<file path="src/rtl/mux4_rr_sched.sv">
// Round-robin scheduler wrapped around an external 4:1 mux: arbitrates four sources,
// drives the mux select and buffers the selected word behind a valid/ready output.
module mux4_rr_sched #(
  parameter int N = 4
) (
  input  logic         clk,
  input  logic         rst_n,
  input  logic [3:0]   req,
  output logic [3:0]   ack,
  output logic [1:0]   sel,
  input  logic [N-1:0] mux_y,
  output logic [N-1:0] out_data,
  output logic         out_valid,
  input  logic         out_ready,
  output logic [1:0]   out_src
);

  typedef enum logic [1:0] {IDLE, SEL, CAP, HOLD} state_t;

  state_t       r_state;
  state_t       w_state_nxt;
  logic [1:0]   r_sel;
  logic [1:0]   r_last;
  logic [1:0]   r_src;
  logic [3:0]   r_ack;
  logic [N-1:0] r_data;
  logic         r_valid;

  logic [1:0]   w_grant;
  logic         w_any_req;
  logic         w_load_sel;
  logic         w_capture;
  logic         w_release;

  // Scan (last+1), (last+2), ... so the most recently served source ranks lowest.
  function automatic logic [1:0] rr_pick(input logic [3:0] rq, input logic [1:0] last);
    logic [1:0] idx;
    logic [1:0] pick;
    logic       found;
    pick  = last;
    found = 1'b0;
    for (int i = 1; i <= 4; i++) begin
      idx = last + 2'(i);
      if (!found && rq[idx]) begin
        pick  = idx;
        found = 1'b1;
      end
    end
    return pick;
  endfunction

  assign w_grant   = rr_pick(req, r_last);
  assign w_any_req = |req;

  always_comb begin
    w_state_nxt = r_state;
    w_load_sel  = 1'b0;
    w_capture   = 1'b0;
    w_release   = 1'b0;
    case (r_state)
      IDLE: begin
        if (w_any_req) begin
          w_load_sel  = 1'b1;
          w_state_nxt = SEL;
        end
      end
      SEL: begin
        // A source that withdrew while the mux settled forfeits its grant.
        if (req[r_sel]) begin
          w_capture   = 1'b1;
          w_state_nxt = CAP;
        end else begin
          w_state_nxt = IDLE;
        end
      end
      CAP: begin
        w_state_nxt = HOLD;
      end
      HOLD: begin
        if (out_ready) begin
          w_release = 1'b1;
          if (w_any_req) begin
            w_load_sel  = 1'b1;
            w_state_nxt = SEL;
          end else begin
            w_state_nxt = IDLE;
          end
        end
      end
      default: w_state_nxt = IDLE;
    endcase
  end

  always_ff @(posedge clk) begin
    if (!rst_n) begin
      r_state <= IDLE;
      r_sel   <= 2'd0;
      r_last  <= 2'd3;
      r_src   <= 2'd0;
      r_ack   <= 4'b0000;
      r_data  <= '0;
      r_valid <= 1'b0;
    end else begin
      r_state <= w_state_nxt;
      r_ack   <= w_capture ? (4'b0001 << r_sel) : 4'b0000;
      if (w_load_sel) begin
        r_sel <= w_grant;
      end
      if (w_capture) begin
        r_data  <= mux_y;
        r_src   <= r_sel;
        r_valid <= 1'b1;
        r_last  <= r_sel;
      end else if (w_release) begin
        r_valid <= 1'b0;
      end
    end
  end

  assign ack       = r_ack;
  assign sel       = r_sel;
  assign out_data  = r_data;
  assign out_valid = r_valid;
  assign out_src   = r_src;

endmodule

</file>
<file path="config.mk">
export PLATFORM = sky130hd
export DESIGN_NAME = mux4_rr_sched
export DESIGN_NICKNAME = d
export VERILOG_FILES = /design/src/rtl/mux4_rr_sched.sv
export SDC_FILE = /design/constraint.sdc
export NUM_CORES = 1
export LEC_CHECK = 0
export ABC_AREA = 1
export CORE_ASPECT_RATIO = 1.4
export CORE_MARGIN = 1.5
export CORE_UTILIZATION = 47
export DETAILED_ROUTE_END_ITERATION = 16
export PLACE_DENSITY = 0.83
export SLEW_MARGIN = 5
export SYNTH_ARGS = -nofsm -noshare
export SYNTH_HDL_FRONTEND = slang
export SYNTH_SLANG_ARGS = --single-unit
</file>
<file path="constraint.sdc">
create_clock -name clk -period 1.9 [get_ports clk]
set_input_delay 0.38 -clock clk [delete_from_list [all_inputs] [get_ports clk]]
set_output_delay 0.38 -clock clk [all_outputs]
set_load 0.02 [all_outputs]
</file>
== Yosys cells after proc, flatten, opt, wreduce, memory -nomap -nowiden ==
Cells that the tools add are included.

* Output and inout port bits: 13
* Input port bits: 11
* Latch bits: 0
* Logic and storage cells: 63
* Flip-flop bits (word level): 17
* RAM bits: 0
* Memories: 0
* Memory bits (read-only): 0

* Divide/modulo/power cells: 0
* Shifts and indexed selects: 1
* Order comparisons: 5
* Bitwise gates (word level): 0
* Reduce and logical (&&, ||, !) cells: 11
* Eq/ne operators: 5
* Add/subtract/negate cells: 3
* Multiply operators: 0
* Mux-type cells: 31

{| class="wikitable"
|+ Operators with widths
! operator !! number
|-
| $mux 1 || 17
|-
| $lt 2x3->1 const B || 5
|-
| $mux 2 || 7
|-
| $bmux 1 s2 || 5
|-
| $pmux 2 s4 || 1
|-
| $add 2x2->2 const B || 2
|-
| $eq 2x2->1 const B || 2
|-
| $ne 2x2->1 const B || 2
|-
| $reduce_and 2->1 || 2
|-
| $reduce_or 4->1 || 1
|-
| $shl 1x2->4 const A || 1
|-
| $logic_and 1x1->1 || 3
|-
| $logic_not 1->1 || 3
|-
| $add 2x1->2 const B || 1
|-
| $eq 2x1->1 const B || 1
|-
| $logic_not 2->1 || 1
|-
| $pmux 1 s2 || 1
|-
| $reduce_bool 2->1 || 1
|}

== Longest topological paths before layout ==
Gate-level depths: netlist (run 1).

* Depth after elaboration: 13
* Depth in mapped cells: 13
* Gate-level depth less buffers: 12

== Worst setup path after synthesis (run 1) ==
Ideal clock, no wire load.

* Path kind: register -> register
* Start point: register r_sel[1] (netlist: sel[1])
* End point: register r_last[1]
* Clock period less this slack: 1.400 ns
* Required time: 1.777 ns
* Data arrival time: 1.277 ns
* Slack: 0.500 ns
* Cell stages (with the launch flop): 9
* Buffers on the path: 1
* Library setup time: 0.123 ns
* Cells stage by stage: dfxtp_1 > inv_1 > a21oi_1 > o21ai_1 > o21ai_2 > nand2_4 > buf_6 > nand2_1 > o211ai_2

* Word-level cells in the longest chain between the ends: 4

{| class="wikitable"
|+ RTL lines
! element !! RTL line !! text
|-
| from (decl) || 22 || <nowiki>logic [1:0] r_sel;</nowiki>
|-
| from (signal assigned) || 107 || <nowiki>r_sel <= w_grant;</nowiki>
|-
| $bmux 1 s2 || 69 || <nowiki>if (req[r_sel]) begin</nowiki>
|-
| $mux 1 (not written as such) || 69 ||
|-
| $mux 1 || 69 ||
|-
| $mux 1 || 60 || <nowiki>case (r_state)</nowiki>
|-
| to (signal assigned) || 113 || <nowiki>r_last <= r_sel;</nowiki>
|-
| to (decl) || 23 || <nowiki>logic [1:0] r_last;</nowiki>
|}

Parallel ways exist; a longest one is shown, timed or not. The select of a mux whose other input is x is not followed.
A chain may end at the register's enable or synchronous reset.

== Final worst setup path (run 1) ==
* Start point: register r_sel[0] (netlist: sel[0])
* End point: output sel[0]

{| class="wikitable"
|+ RTL lines
! element !! RTL line !! text
|-
| to (decl) || 10 || <nowiki>output logic [1:0] sel,</nowiki>
|}

No word-level cell between the ends.

==> results of run 1 <==
## layer usage
layer / wire length, um / share of wire (%) / vias to the layer above
met4: 34 / 1.8 / 0
met3: 54 / 2.8 / 4
li1: - / - / 476
met2: 1050 / 54 / 26
met1: 796 / 41 / 400
met5: 0 / 0 / -
## path summary, 6_finish.rpt
path | from | to | slack, ns | cells past startpoint
setup reg to reg | r_state[0] | sel[0] | 0.40 | 8
hold reg to reg | out_valid | out_valid | 0.48 | 2
hold / removal | out_valid | out_valid | 0.48 | 2
setup / recovery | sel[0] | sel[0] | 0.09 | 1
## tightest hold or removal path: cells and delay by family, from the launching register on
family / cells / cell delay [ns]
DFF: 1 / 0.32
and+or+nand+nor: 1 / 0.06
AOI/OAI and AO/OA: 1 / 0.06
## power by group through the flow
stage                     clock [W]  sequential, W  combinational (W)
after floorplan                   0       0.000560           0.000503
after global placement            0       0.000531           0.000720
after detailed placement          0       0.000535           0.000740
after CTS                  0.000191       0.000527           0.000745
after global routing       0.000203       0.000541           0.000828
final                      0.000184       0.000528           0.000735
## placed cells by master (no fill, tap or decap), types with 2 or more instances in the layout
cell             count
a21oi_1             11
buf_4                2
clkbuf_4             3
clkdlybuf4s50_1     23
dfxtp_1             17
ha_1                 4
inv_1               14
inv_2                3
nand2_1             41
nand2_2              6
nand3_1             10
nand4_1              2
nor2_1               9
o21ai_0              2
o21ai_1              3
## through the flow
step | power, W | hold WS, ns
after global placement | 0.00125 | 0.458
after detailed placement | 0.00128 | 0.469
after global routing | 0.00157 | 0.516
after floorplan | 0.00106 | 0.483
final | 0.00145 | 0.478
after CTS | 0.00146 | 0.482
## logic make-up after synthesis
kind of cell    count (synthesis)  share of synthesized area, %
flops                          17                          36.0
simple gates                   72                          35.4
fa+ha+maj                       4                          5.30
compound gates                 20                          12.2
buf+inv                        21                          11.1
## layout make-up
class	instances	share of cell area, %
inverter	18	6.19
timing repair buffer	25	20.2
sequential	17	28.1
tap	21	2.17
clock buffer	4	2.17
multi-input combinational	96	41.2
## registers in the layout (all words and copies together) (netlist names), named ones only
register and flops:
r_last 2, out_src 2, out_valid 1, out_data 4, ack 4, sel 2, r_state 1
==> qor.csv, run 1 <==
metric;value;unit
worstPathArrival;1.43;ns
status;completed;
clock_sinks;17;
fin_setup_tns;0;ns
grt_pass1_vias;855;
seqCellArea;340;um2
drv_slew;0;
postSynth.asyncResetShare;0;%
post-synth-top-count-cell;nand2_1;
power_frac_clock;12.7;%
critPathCaptureType;output port;
netlist.area_leader.share;36.0;%
grt_max_degree;13;
comb_power_share;50.8;%
cts_tree;yes;
dieArea;2290;um2
power_density;1190;nW/um2
cts_max_level;1;
core_area;1930;um2
cts.clk_slew.worst_paths;0.09;ns
skew;0.00227;ns
root_buffer;clkbuf_4;
synthCells;134;
gp_congestion;0.761;
via_per_inst;5.01;
synthToLayoutAreaGrowth;28.3;%
cts_resized;0;
clock_latency;0.28;ns
die_w;40.9;um
worstPathMaxFanout;7;
worstHoldPathType;flop to flop;
critPathRequiredTime;1.52;ns
drive_gt1_share;12.5;%
final_area;1210;um2
use_met3;1.20;%
antenna_found_initial;0;
pwr-share-seq;36.5;%
cts_made_buffers;3;
drt-pass1-iter-count;4;
diodes;0;
worst_setup_path_start_kind;flop;
routed_wl;1.93;mm
pin_count;24;
synth.avg_cell_area;7.05;um2
crit_path_max_incr_delay;0.67;ns
floorplan.initialDensity;49.1;%
num-nets-final;176;
p_int;0.000813;W
drc;0;
drv_cap;0;
layoutNonFillerInstCount;181;
grt_overflow;0;
use_met2;35.9;%
n_fill_cell;171;
synth_edf_count;0;
die-height;56.0;um
final_antenna_net_count;0;
slowest_stage;clkdlybuf4s50_1;
dr_total_vias;906;
multi_input_area;499;um2
utilization;63.0;%
met1_usage;22.3;%
cp_top_family;buffers and inverters;
dp_cells;177;
cts_setup_buffers;0;
maxSlewHeadroom;71.4;%
clockBufferDepth;2;
yosysWarnings;0;
hold_violations;0;
ys_top_cells_by_count;nand2_1 (41), dfxtp_1 (17), inv_1 (14);
p_sw;0.000633;W
critPathKind;flop to output port;
dp_hpwl;1.60;mm
netlist_top_cells_area;dfxtp_1 (36%), nand2_1 (16%), a21oi_1 (5.8%), inv_1 (5.6%), ha_1 (5.3%);
place_area;1190;um2
synth.cell_area;945;um2
drt_iter0_markers;23;
yosysTopAreaCell;dfxtp_1;
setup_ws;0.0893;ns
leakage;0.600;nW
setup_viol;0;
ys_seq_area_share;36.0;%
p_sw_share;43.8;%
period_needed;1.81;ns
timing.final.crit_share;95.3;%
busiest_layer;met2;
ys_ff_latch;17;
vdd_drop_max;683;uV
rows;19;
synth_nets;149;
port_buffers;23;
grt_pass1_wl;3.31;mm
synth.distinct_cells;23;
rsz0062_at_grt;false;
crit_chain;clkdlybuf4s50_1;
worst_pin_slew;0.429;ns
post_drt_wl_per_cell;10.7;um
dp_slack;0.0832;ns
ctsHoldBuffers;0;
synth_flop_cell;dfxtp_1;
track_usage;20.2;%
max_freq;552;MHz
crit_buf_inv;1;
Note: power is estimated with default switching activity, not from simulation.
==> inputs of run 2 (changes only) <==
- CTS_CLUSTER_DIAMETER: default -> 80
==> results of run 2 <==
Same layout as run 1: the final DEF is identical, and so are final timing and power.
==> inputs of run 3 (changes only) <==
- CORE_UTILIZATION: 47 -> 43
- PLACE_DENSITY: 0.83 -> 0.8
- SLEW_MARGIN: 5 -> 20
- clock period: 1.9 -> 1.6 ns (I/O delays scaled with it)
==> run 3 against run 2 <==
Cell area increased by 6.6%. Total power increased by 24%. Global-route usage decreased by 1.6 points. Non-clock buffer count increased by 7. Sequential power increased by 13%. Flip-flop and latch count unchanged. Via count increased by 4.4%. Sequential share of layout area decreased by 1.6 points.
==> qor.csv, run 3 (same netlist as run 1, synthesis figures left out) <==
metric;value;unit
final_common_cell;nand2_1;
cts_made_buffers;3;
antenna_found_initial;0;
clockBufferDepth;2;
maxSlewHeadroom;77.8;%
port_buffers;23;
die-height;58.5;um
cts_setup_buffers;0;
via_per_inst;5.03;
drc;0;
leakage;0.721;nW
timing.final.crit_share;98.6;%
drv_cap;0;
diodes;0;
cp_top_family;buffers and inverters;
drt-pass1-iter-count;4;
final_cell_mix;nand2_1 (41), clkdlybuf4s50_1 (17), dfxtp_1 (16);
rsz0062_at_grt;false;
worstPathArrival;1.26;ns
clock_latency;0.29;ns
fin_total_pwr;0.00180;W
track_usage;18.6;%
worst_pin_slew;0.333;ns
critPathKind;flop to output port;
dp_hpwl;1.65;mm
drt_iter0_markers;9;
setup_viol;0;
holdWs;0.476;ns
min_from;out_valid;
synthToLayoutAreaGrowth;36.8;%
hold_violations;0;
routed_wl;2.11;mm
startpoint;out_data[0];
worstHoldPathType;flop to flop;
critical_path_cell_count;1;
drv_slew;0;
crit_chain;clkdlybuf4s50_1;
grt_pass1_wl;3.65;mm
crit_path_max_incr_delay;0.61;ns
worstPathMaxFanout;2;
pin_count;24;
crit_buf_inv;1;
grt_max_degree;13;
critPathCaptureType;output port;
period_needed;1.58;ns
r2r_cells;8;
die_w;42.6;um
final_antenna_net_count;0;
cts_max_level;1;
grt_overflow;0;
hold_depth;2;
vdd_drop_max;913;uV
cts_tree;yes;
power_density;1390;nW/um2
dieArea;2490;um2
critPathRequiredTime;1.28;ns
clock_sinks;17;
core_area;2020;um2
grt_pass1_vias;912;
gp_congestion;0.917;
cts.clk_slew.worst_paths;0.10;ns
dp_cells;184;
status;completed;
layoutNonFillerInstCount;188;
r2r_start;sel[1];
floorplan.initialDensity;46.7;%
rows;19;
root_buffer;clkbuf_4;
skew;0.00301;ns
drive_gt1_share;18.0;%
dr_total_vias;946;
max_freq;634;MHz
num-nets-final;183;
slowest_stage;clkdlybuf4s50_1;
post_drt_wl_per_cell;11.2;um
worst_setup_path_start_kind;flop;
==> run 3: cell types whose count changed in the layout (fill, tap and decap cells not counted), sizes merged <==
cell           delta
buf               +7
clkdlybuf4s50     -6
dlymetal6s2s      +4
dlygate4sd2       +2
clkbuf            -1
clkinv            +1
==> run 3: timing repair <==
item,4_1_cts,5_1_grt
hold buffers,0,0
endpoints found under the setup margin,2,6
resized for setup,2,6
==> run 3: path summary, 6_finish.rpt <==
kind | slack (ns) | to
max | 0.02 | out_data[0]
min | 0.48 | out_valid
max reg2reg | 0.15 | ack[2]
min reg2reg | 0.48 | out_valid
==> run 3: per-layer routing <==
layer	up-vias	part of all wire (%)	routed length (um)	track usage, %
met3	6	4.1	86	0.920
met5	-	0	0	0
met4	0	2.5	52	11.2
met1	426	40	845	20.0
li1	488	-	-	-
met2	26	53	1120	35.2
==> run 3: layout make-up <==
type                    count  area (um2)
inverters                  18        75.1
repair buffers             32         318
flip-flops and latches     17         342
clock buffers               3        22.5
fillers                   198         728
well taps                  21        26.3
multi-input cells          96         504
clock inverters             1        5.00
==> run 3: stage by stage <==
stage | instance area (um2) | setup TNS [ns] | worst slack, ns | util [%]
after floorplan | 945 | 0 | 0.200 | -
after global placement | 1250 | -1.32 | -0.120 | 61.9
after detailed placement | 1250 | -1.63 | -0.176 | 61.9
after CTS | 1280 | 0 | 0.0278 | 63.2
after global routing | 1290 | 0 | 0.000993 | 64.0
final | 1290 | 0 | 0.0224 | 64.0
==> run 3: report_power, final <==
part           switching [W]  internal [W]
logic               0.000571      0.000403
clock network       0.000134     0.0000930
registers          0.0000836      0.000513
==> RTL edit, RTL diff (settings of run 1) <==
Reset style: asynchronous (`rst_n`), changed in one clocked block.
--- a/src/rtl/mux4_rr_sched.sv
+++ b/src/rtl/mux4_rr_sched.sv
@@ -93,3 +93,3 @@
 
-  always_ff @(posedge clk) begin
+  always_ff @(posedge clk or negedge rst_n) begin
     if (!rst_n) begin
Check against the original RTL: differs if rst_n is asserted again (counterexample within 4 cycles, from zero or initial values and one cycle with rst_n low); with rst_n held inactive, the same outputs for 10 cycles.
==> RTL edit against run 1 <==
- wire length increased by 5.1%
- cell area rose by 4.6%
- area after synthesis increased by 5.4%
- worst setup slack improved by 0.062 ns
- via count rose by 3.3%
- die area increased by 5.1%
- sequential share of layout area rose by 5.8 points
- non-clock buffer count up 1
- sequential cell count unchanged
- global-route usage shrank 0.98 points
- register-to-register slack got worse by 0.06 ns
- synthesized cell count did not move
- total power is 49% higher
==> RTL edit: results (changes against run 1) <==
INFO  metric vdd_drop_max = 1.06 mV (was 0.683 mV)
INFO  metric fillCellCount = 182 (was 171)
INFO  metric drive_above_1_share = 11.8% (was 12.5%)
INFO  metric hp-class = input pin to async pin (was flip-flop to flip-flop)
INFO  metric path_max_fanout = 10 (was 7)
INFO  metric post-dp-hpwl = 1570 um (was 1600 um)
INFO  metric critPathMaxStageDelay = 0.63 ns (was 0.67 ns)
INFO  metric yosysUniqueCellTypes = 21 (was 23)
INFO  metric routed-via-count = 936 (was 906)
INFO  metric skew = 0.00181 ns (was 0.00227 ns)
INFO  metric status = complete, no violations (unchanged)
INFO  metric p_leak = 0.664 nW (was 0.600 nW)
INFO  metric worstPathArrival = 1.37 ns (was 1.43 ns)
INFO  metric track_usage = 19.2% (was 20.2%)
INFO  metric synthTopCellsByArea = sky130_fd_sc_hd__dfrtp_1 (38%), sky130_fd_sc_hd__nand2_1 (20%), sky130_fd_sc_hd__inv_1 (5.7%), sky130_fd_sc_hd__dfstp_2 (5.3%), sky130_fd_sc_hd__ha_1 (5.0%) (was sky130_fd_sc_hd__dfxtp_1 (36%), sky130_fd_sc_hd__nand2_1 (16%), sky130_fd_sc_hd__a21oi_1 (5.8%), sky130_fd_sc_hd__inv_1 (5.6%), sky130_fd_sc_hd__ha_1 (5.3%))
INFO  metric seq_area_frac_synth = 43.0% (was 36.0%)
INFO  metric preCtsSetupSlack = 0.117 ns (was 0.0832 ns)
INFO  metric drt-initial-drc-count = 35 (was 23)
INFO  metric worstReg2RegStart = r_last[0] (was r_state[0])
INFO  metric routedWlPerCell = 11.1 um (was 10.7 um)
INFO  metric synth_ff_type = sky130_fd_sc_hd__dfrtp_1 (was sky130_fd_sc_hd__dfxtp_1)
INFO  metric crit-reg2reg-capture = sel[1] (was sel[0])
INFO  metric grt_first_pass_wirelength = 3620 um (was 3310 um)
INFO  metric worst_pin_slew = 0.330 ns (was 0.429 ns)
INFO  metric regToRegSetupSlack = 0.34 ns (was 0.40 ns)
INFO  metric synth_async_sr_flop_share = 100% (was 0%)
-- RTL edit: changes by cell type after synthesis, sizes merged, moves of 2 or more --
cell	delta
dfstp	+2
a21oi	-5
nand3	-3
dfxtp	-17
dfrtp	+15
nand2	+11
-- RTL edit: cells by family after synthesis --
group | synth area share, %
compound gates | 7.54
xor+xnor | 0.880
fa+ha+maj | 5.03
buf+inv | 10.6
flops | 43.0
simple gates | 33.0
-- RTL edit: per-layer routing --
metal	vias up	wire [um]	GRT usage [%]	share of wire, %
li1	474	-	-	-
met1	427	864	24.3	43
met2	33	1040	32.8	51
met3	2	96	2.85	4.7
met4	0	24	7.83	1.2
met5	-	0	0	0
-- RTL edit: worst max path at each step --
stage | slack, ns | depth (start not counted) | from | end
after floorplan | 0.53 | 12 | r_last[0] | sel[1]
after global placement | 0.15 | 10 | req[2] | out_src[0]
after detailed placement | 0.12 | 10 | req[2] | out_data[2]
after CTS | 0.05 | 1 | sel[0] | sel[0]
after global routing | 0.09 | 1 | sel[0] | sel[0]
final | 0.15 | 1 | sel[0] | sel[0]
-- RTL edit: layout make-up --
class | instances | share of cell area (%)
Inverter | 17 | 5.62
Timing Repair Buffer | 26 | 19.9
Sequential cell | 17 | 33.8
Multi-Input combinational cell | 97 | 36.5
Clock buffer | 4 | 2.07
Tap cell | 21 | 2.07
-- RTL edit: metrics by stage --
stage               instances  cell area (um2)  total power [mW]
floorplan                 134              996              1.58
global placement          178             1240              1.92
detailed placement        178             1240              1.96
CTS                       182             1270              2.16
global route              182             1270              2.37
finish                    182             1270              2.15
-- RTL edit: power by group through the flow --
stage	sequential (mW)	clock, mW	combinational [mW]
floorplan	0.751	0	0.824
global placement	0.680	0	1.24
detailed placement	0.689	0	1.27
CTS	0.684	0.189	1.28
global route	0.712	0.202	1.46
finish	0.684	0.183	1.28
